`src/rtl/adc_capture.sv`:
```
// adc_capture: decimating ADC sample FIFO behind four CPU byte registers (page 4x).
// Define ADC_CAPTURE_TRIG_EN to add the TRIG level register (rs=3 write) and the WAIT state.
module adc_capture #(
    parameter int DEPTH_LOG2 = 8
) (
    input  logic       clk,
    input  logic       reset,
    input  logic       cs,
    input  logic       we,
    input  logic [1:0] rs,
    input  logic [7:0] din,
    output logic [7:0] dout,
    input  logic [7:0] adc,
    input  logic       adc_stb,
    output logic       irq,
    output logic [1:0] dbg_state
);
    localparam int DEPTH = 1 << DEPTH_LOG2;
    localparam logic [DEPTH_LOG2:0] CNT_FULL = (DEPTH_LOG2 + 1)'(DEPTH);
    localparam logic [DEPTH_LOG2:0] CNT_LAST = (DEPTH_LOG2 + 1)'(DEPTH - 1);

    typedef enum logic [1:0] {
        S_IDLE    = 2'd0,
        S_CAPTURE = 2'd1,
        S_DONE    = 2'd2,
        S_WAIT    = 2'd3
    } state_t;

    state_t                state_q, state_d;
    logic [7:0]            decim_q, decim_d;
    logic [7:0]            dcnt_q, dcnt_d;
    logic [7:0]            dout_q, dout_d;
    logic                  cont_q, cont_d;
    logic                  irqen_q, irqen_d;
    logic                  ovf_q, ovf_d;
    logic [DEPTH_LOG2:0]   cnt_q, cnt_d;
    logic [DEPTH_LOG2-1:0] wr_ptr_q, wr_ptr_d;
    logic [DEPTH_LOG2-1:0] rd_ptr_q, rd_ptr_d;
    logic [7:0]            mem_q [DEPTH];
    logic [7:0]            cnt_lo;

    logic wr_ctrl, flush, arm, empty, full, pop;
    logic in_window, take, push, drop, crossing, busy, done;

`ifdef ADC_CAPTURE_TRIG_EN
    localparam state_t ARM_STATE = S_WAIT;
    logic [7:0] trig_q, trig_d, prev_q, prev_d;

    // prev tracks every strobed sample so a crossing is judged against the true previous value
    assign crossing = (prev_q < trig_q) & (adc >= trig_q);

    always_comb begin
        trig_d = trig_q;
        prev_d = prev_q;
        if (cs & we & (rs == 2'd3)) trig_d = din;
        if (adc_stb) prev_d = adc;
    end

    always_ff @(posedge clk or negedge reset) begin
        if (!reset) begin
            trig_q <= 8'h80;
            prev_q <= 8'h00;
        end else begin
            trig_q <= trig_d;
            prev_q <= prev_d;
        end
    end
`else
    localparam state_t ARM_STATE = S_CAPTURE;
    assign crossing = 1'b0;
`endif

    assign wr_ctrl   = cs & we & (rs == 2'd0);
    assign flush     = wr_ctrl & din[7];
    assign arm       = wr_ctrl & din[0] & ~din[7] & ((state_q == S_IDLE) | (state_q == S_DONE));
    assign empty     = (cnt_q == '0);
    assign full      = (cnt_q == CNT_FULL);
    assign pop       = cs & ~we & (rs == 2'd2) & ~empty;
    assign in_window = (state_q == S_CAPTURE) | ((state_q == S_WAIT) & crossing);
    // take: a strobe that survives decimation while capturing (or is the trigger sample)
    assign take      = adc_stb & (dcnt_q == 8'd0) & in_window & ~flush;
    assign push      = take & ~full;
    assign drop      = take & full;
    assign cnt_lo    = 8'(cnt_q);
    assign dout      = dout_q;

    always_ff @(posedge clk or negedge reset) begin
        if (!reset) begin
            state_q  <= S_IDLE;
            decim_q  <= 8'h00;
            dcnt_q   <= 8'h00;
            dout_q   <= 8'h00;
            cont_q   <= 1'b0;
            irqen_q  <= 1'b0;
            ovf_q    <= 1'b0;
            cnt_q    <= '0;
            wr_ptr_q <= '0;
            rd_ptr_q <= '0;
        end else begin
            state_q  <= state_d;
            decim_q  <= decim_d;
            dcnt_q   <= dcnt_d;
            dout_q   <= dout_d;
            cont_q   <= cont_d;
            irqen_q  <= irqen_d;
            ovf_q    <= ovf_d;
            cnt_q    <= cnt_d;
            wr_ptr_q <= wr_ptr_d;
            rd_ptr_q <= rd_ptr_d;
        end
    end

    always_ff @(posedge clk) begin
        if (push) mem_q[wr_ptr_q] <= adc;
    end

    always_comb begin
        state_d = state_q;
        if (flush) begin
            state_d = S_IDLE;
        end else if (arm) begin
            state_d = ARM_STATE;
        end else if (take) begin
            if (~cont_q & (drop | (~pop & (cnt_q == CNT_LAST)))) state_d = S_DONE;
            else state_d = S_CAPTURE;
        end
    end

    always_comb begin
        busy      = (state_q == S_CAPTURE) | (state_q == S_WAIT);
        done      = (state_q == S_DONE);
        irq       = irqen_q & (done | ovf_q);
        dbg_state = state_q;
    end

    always_comb begin
        decim_d  = decim_q;
        dcnt_d   = dcnt_q;
        dout_d   = dout_q;
        cont_d   = cont_q;
        irqen_d  = irqen_q;
        ovf_d    = ovf_q;
        wr_ptr_d = wr_ptr_q;
        rd_ptr_d = rd_ptr_q;
        cnt_d    = cnt_q + (DEPTH_LOG2 + 1)'(push) - (DEPTH_LOG2 + 1)'(pop);
        if (cs & we & (rs == 2'd1)) decim_d = din;
        if (wr_ctrl) begin
            cont_d  = din[1];
            irqen_d = din[6];
        end
        if (adc_stb & busy) dcnt_d = (dcnt_q == 8'd0) ? decim_q : dcnt_q - 8'd1;
        if (arm) dcnt_d = 8'd0;
        if (drop & cont_q) ovf_d = 1'b1;
        if (push) wr_ptr_d = wr_ptr_q + DEPTH_LOG2'(1);
        if (pop) rd_ptr_d = rd_ptr_q + DEPTH_LOG2'(1);
        if (flush) begin
            cnt_d    = '0;
            wr_ptr_d = '0;
            rd_ptr_d = '0;
            ovf_d    = 1'b0;
            dcnt_d   = 8'd0;
        end
        if (cs & ~we) begin
            unique case (rs)
                2'd0:    dout_d = {1'b0, irqen_q, 1'b0, done, ovf_q, empty, full, busy};
                2'd1:    dout_d = decim_q;
                2'd2:    dout_d = empty ? 8'h00 : mem_q[rd_ptr_q];
                default: dout_d = cnt_lo;
            endcase
        end
    end
endmodule
```
`config.mk`:
```
export PLATFORM = sky130hd
export DESIGN_NAME = adc_capture
export DESIGN_NICKNAME = d
export VERILOG_FILES = /design/src/rtl/adc_capture.sv
export SDC_FILE = /design/constraint.sdc
export NUM_CORES = 2
export LEC_CHECK = 0
export BUFFER_PORTS_ARGS = -buffer_cell sky130_fd_sc_hd__buf_4
export CORE_MARGIN = 2
export CORE_UTILIZATION = 30
export DETAILED_ROUTE_END_ITERATION = 10
export RECOVER_POWER = 100
export REMOVE_ABC_BUFFERS = 1
export SLEW_MARGIN = 20
export SYNTH_ARGS = -nofsm -noshare
export SYNTH_HDL_FRONTEND = slang
export SYNTH_SLANG_ARGS = --single-unit
```
`constraint.sdc`:
```
create_clock -name clk -period 9.35 [get_ports clk]
set_clock_uncertainty 0.2 [all_clocks]
set_input_delay 1.87 -clock clk [delete_from_list [all_inputs] [get_ports clk]]
set_output_delay 1.87 -clock clk [all_outputs]
set_load 0.01 [all_outputs]
```
Yosys cells after proc, flatten, opt, wreduce, memory -nomap -nowiden --
Memories as Yosys holds them, arrays and structs flattened. Cells that the tools add are included. W data, S select, Z words.
Word-level totals: bits in registers 54, RAM bits 2048, bits of input ports 23, output and inout port bits 11, logic and storage cells 82, memories kept 1
Memory list:
- mem_q | depth 256, width 8, read ports 1, clocked after Yosys merged registers in 0, write ports 1, line 39 | logic [7:0] mem_q [DEPTH];
Operators by class: add/subtract/negate cells 5, equality and inequality tests 7, muxes and demuxes 19, bitwise logic cells 31, reductions and logical operators 9
Operators with widths (number):
- $mux W8 | 9
- $pmux W8 S3 | 1
- $and A1 B1 Y1 | 20
- $add A8 B1 Y8 const B | 2
- $add A9 B1 Y9 | 1
- $eq A9 B8 Y1 const B | 1
- $eq A9 B9 Y1 const B | 1
- $logic_not A9 Y1 | 1
- $mux W9 | 1
- $sub A9 B1 Y9 | 1
- $logic_not A8 Y1 | 1
- $mux W2 | 4
- $sub A8 B1 Y8 const B | 1
- $not A1 Y1 | 7
- $eq A2 B2 Y1 const B | 3
- $reduce_bool A2 Y1 | 3
- $reduce_bool A3 Y1 | 2
- $eq A2 B1 Y1 const B | 2
- $logic_not A2 Y1 | 2
- $mux W1 | 4
- $or A1 B1 Y1 | 4

Longest topological paths before layout --
word-level depth 12, depth in mapped cells 18, gate-level depth less buffers 17

Least setup slack after synthesis --
No wires, ideal clock.
path type input to register, start input rs[0], end register cnt_q[8], setup time 0.126 ns, data arrival time 4.662 ns, slack 4.362 ns, stages on the path 16, path through nand4bb_1 > o21ai_1 > nor4_2 > buf_2 > inv_1 > ha_1 > inv_1 > ha_1 > fa_1 > a21oi_1 > o21bai_1 > a21oi_1 > o21bai_1 > a21oi_1 > o21bai_1 > mux2i_1
Between the ends: longest elaborated chain between the ends 9, elaborated cells on any way between the ends 12, classes of those cells add/sub: 2; eq/ne: 1; mux: 1; bitwise: 7; reduce/logical: 1
Ends and longest elaborated chain:
- start, declared | line 10 | input logic [1:0] rs,
- $logic_not A2 Y1 | line 73 | assign wr_ctrl = cs & we & (rs == 2'd0);
- $and A1 B1 Y1 | line 73
- $and A1 B1 Y1 | line 74 | assign flush = wr_ctrl & din[7];
- $not A1 Y1 | line 81 | assign take = adc_stb & (dcnt_q == 8'd0) & in_window & ~flush;
- $and A1 B1 Y1 | line 81
- $and A1 B1 Y1 | line 82 | assign push = take & ~full;
- $add A9 B1 Y9 | line 145 | cnt_d = cnt_q + (DEPTH_LOG2 + 1)'(push) - (DEPTH_LOG2 + 1)'(pop);
- $sub A9 B1 Y9 | line 145
- $mux W9 (*) | line 156 | if (flush) begin
- named net cnt_d[8] | line 36 | logic [DEPTH_LOG2:0] cnt_q, cnt_d;
- end signal, assigned | line 107 | cnt_q <= cnt_d;
- end, declared | line 36
Mark *: on every way through the listed nets, which the timed path passes. The rest lies on a longest branch. A chain may end at the register's enable or synchronous reset.

Final worst setup path --
start input rs[1], end memory mem_q[200][0], enable pin
Between the ends: longest elaborated chain between the ends 8
Ends and longest elaborated chain:
- $logic_not A2 Y1 | line 73
- $and A1 B1 Y1 | line 73
- $and A1 B1 Y1 | line 74
- $not A1 Y1 | line 81
- $and A1 B1 Y1 | line 81
- $and A1 B1 Y1 | line 82
- $mux W1 | line 114 | if (push) mem_q[wr_ptr_q] <= adc;
- $mux W1 (implied by the code) | line 114
- end, declared | line 39
Every way passes these cells.

==> impl_metrics.ini <==
[worst_setup_path]
cp_slowest_cell = nand3_1
r2r_start = rd_ptr_q[0]
crit_fanout = 25
crit_buf_inv = 3
setup.worst_path.start_class = primary input
critPathRequiredTime_ps = 9640
worstSetupPathType = primary input to flop
crit_start = rs[1]
critPathTopFamily = simple AND/OR/NAND/NOR gates
crit_top_cell = clkbuf_1
critPathArrivalTime_ps = 7330
max_stage_delay_ps = 1610
cp-end-kind = flop
crit_chain = clkbuf_1 -> nand4bb_1 -> o21ai_0 -> nor4_4 -> clkbuf_1 -> nand3_1 -> clkbuf_1 -> nor2_1

[drt]
drtAntennaViolNets = 0
drt-vias-per-instance = 5.20
drc = 0
first_pass_iters = 5
first_iter_violations = 5769
wl_um = 222000
routedWlPerCell_um = 28.2
vias = 41000

[timing]
fin_hold_ws_ps = 320
post-route-period-util_pct = 75.3
tightest_slew_ps = 6370
rsz0062_at_grt = no
timing.fmax_mhz = 142
slew_violations = 1201
tns_ps = 0
final-setup-viol-count = 0
hold_viol_final = 0
worst_slack_ps = 2310
fin_crit_ps = 7040
max_slew_margin_pct = -324

[placed_design]
gp_congestion = 0.851
dp.cells = 7507
pre_cts_ws_ps = 3550
postPlaceCellArea_sq_um = 87200
io_buffers = 33
dp_hpwl_um = 135000

[final_layout]
mostFrequentLayoutCells = 2,048 x edfxtp_1, 499 x mux4_2, 321 x nor2_1
drive_gt1_share_pct = 21.9
fin_nets = 4078
final_common_cell = edfxtp_1
utilization_pct = 34.2
stdcell_count = 7893
stdcell_area_sq_um = 93800
syn_to_final_growth_pct = 13.4

[yosys]
synthSimpleGateAreaFrac_pct = 2.93
avgSynthCellArea_sq_um = 21.1
ys_types = 76
synth_edf_count = 2048
muxShareOfSynthArea_pct = 16.1
synth_area_sq_um = 82700
synthFlopType = edfxtp_1
synthArstFlopShare_pct = 2.57
synth-xor-area-share_pct = 0.212
ys_ff_latch = 2102
synth_top_family_by_area = multiplexers
synth.yosys.seq_area_share_pct = 76.0
synth_compound_area_share_pct = 2.55
synthAdderAreaFrac_pct = 0.357
yosysWarningCount = 0
syn_inst = 3924

[global_routing]
grt_first_pass_wirelength_um = 318000
grt-ovfl-total = 0
grt_pass1_vias = 41000
grt_max_degree = 163
gr-usage-all-layers_pct = 15.7
grt_antenna_before_repair = 7

[clock_network]
postCtsSetupBuffers = 0
cts.repair.resized = 0
clock_sinks = 2102
clkTransAtPathRegs_ps = 60
cts-hold-fix-buffers = 0
clk_latency_ps = 860
numCtsBuffers = 208
cts_buffer_depth = 3
cts_tree = done
cts_max_level = 4
root_buffer = clkbuf_16

[worst_hold_path]
hp-class = flop to flop
hp-start = dcnt_q[6]

[die]
rows = 192
die_area_sq_um = 280000
design.core.area_sq_um = 274000
die_height_um = 529
die-width_um = 529
start_util_pct = 30.2
io_pins = 34

[pwr]
power.density_nw_per_um2 = 261
total_power_mw = 24.5
total_leakage_power_nw = 28.5
ir_worst_vdd_v = 0.000183

[status]
violations = capacitance limit, slew limit
status = finished, violations left

[run]
drv_cap = 26
==> where the power goes <==
part / switching [mW] / internal [mW]
Combinational: 2.99 / 2.37
Sequential: 0.213 / 10.4
Clock: 3.56 / 4.90
==> per-layer routing <==
metal  GRT usage [%]  vias up  routed length [um]  share of wire, %
met4            5.20        2                6870               3.1
met2            23.8     2143              102000                46
met1            22.3    22000               92900                42
met3            3.51      343               20500               9.2
li1                -    16600                   -                 -
met5               0        -                  13            0.0058
==> cell usage after synthesis (30+ instances only) <==
cell,n,share of area (%)
nor2b_1,31,0.23
mux4_2,499,14
clkbuf_1,81,0.37
dfrtp_1,54,1.6
mux2i_1,155,1.9
buf_6,30,0.41
edfxtp_1,2048,74
o22ai_1,43,0.33
nand3_1,40,0.24
buf_2,67,0.41
o21ai_0,38,0.23
a22oi_1,42,0.38
nor2_1,323,1.5
nand2_1,62,0.28
a21oi_1,50,0.30
==> sequential cells by signal (all words and copies together), names as in the netlist <==
| signal | count |
|---|---|
| irqen_q | 1 |
| decim_q | 8 |
| dcnt_q | 8 |
| cnt_q | 9 |
| mem_q | 2048 |
| dbg_state | 2 |
| dout | 8 |
| wr_ptr_q | 8 |
| ovf_q | 1 |
| rd_ptr_q | 8 |
| cont_q | 1 |
==> logic make-up (layout without fill, tap and decap cells) <==
logic type,Yosys count,count (layout)
muxes,681,681
and+or+nand+nor,546,546
DFF,2102,2102
buffers and inverters,251,530
other,0,4
adders and majority gates,23,23
xor gates and xnor gates,20,20
AOI/OAI and AO/OA,301,301
==> worst min-delay path, delay by kind of cell (launching register included) <==
family	cells	cell delay, ps
AOI/OAI and AO/OA	2	150
DFF	1	330
==> area by class of cell <==
| class | instances | area [sq um] |
|---|---|---|
| tap | 3686 | 4610 |
| clock buffer | 246 | 5410 |
| antenna | 4 | 10.0 |
| fill | 25300 | 180000 |
| timing repair buffer | 125 | 917 |
| sequential | 2102 | 62900 |
| multi-input combinational | 1571 | 18400 |
| inverter | 24 | 95.1 |
| clock inverter | 135 | 1470 |
==> worst paths after layout <==
path                                 end  slack [ps]  depth (start not counted)
hold / removal                 dcnt_q[6]         320                          2
setup / recovery           mem_q[200][0]        2310                          8
setup reg to reg                 dout[1]        2420                          8
min in group asynchronous     decim_q[5]        1850                          1
hold reg to reg                dcnt_q[6]         320                          2
max in group asynchronous    rd_ptr_q[0]        4800                          1
(Power assumes the default switching activity.)
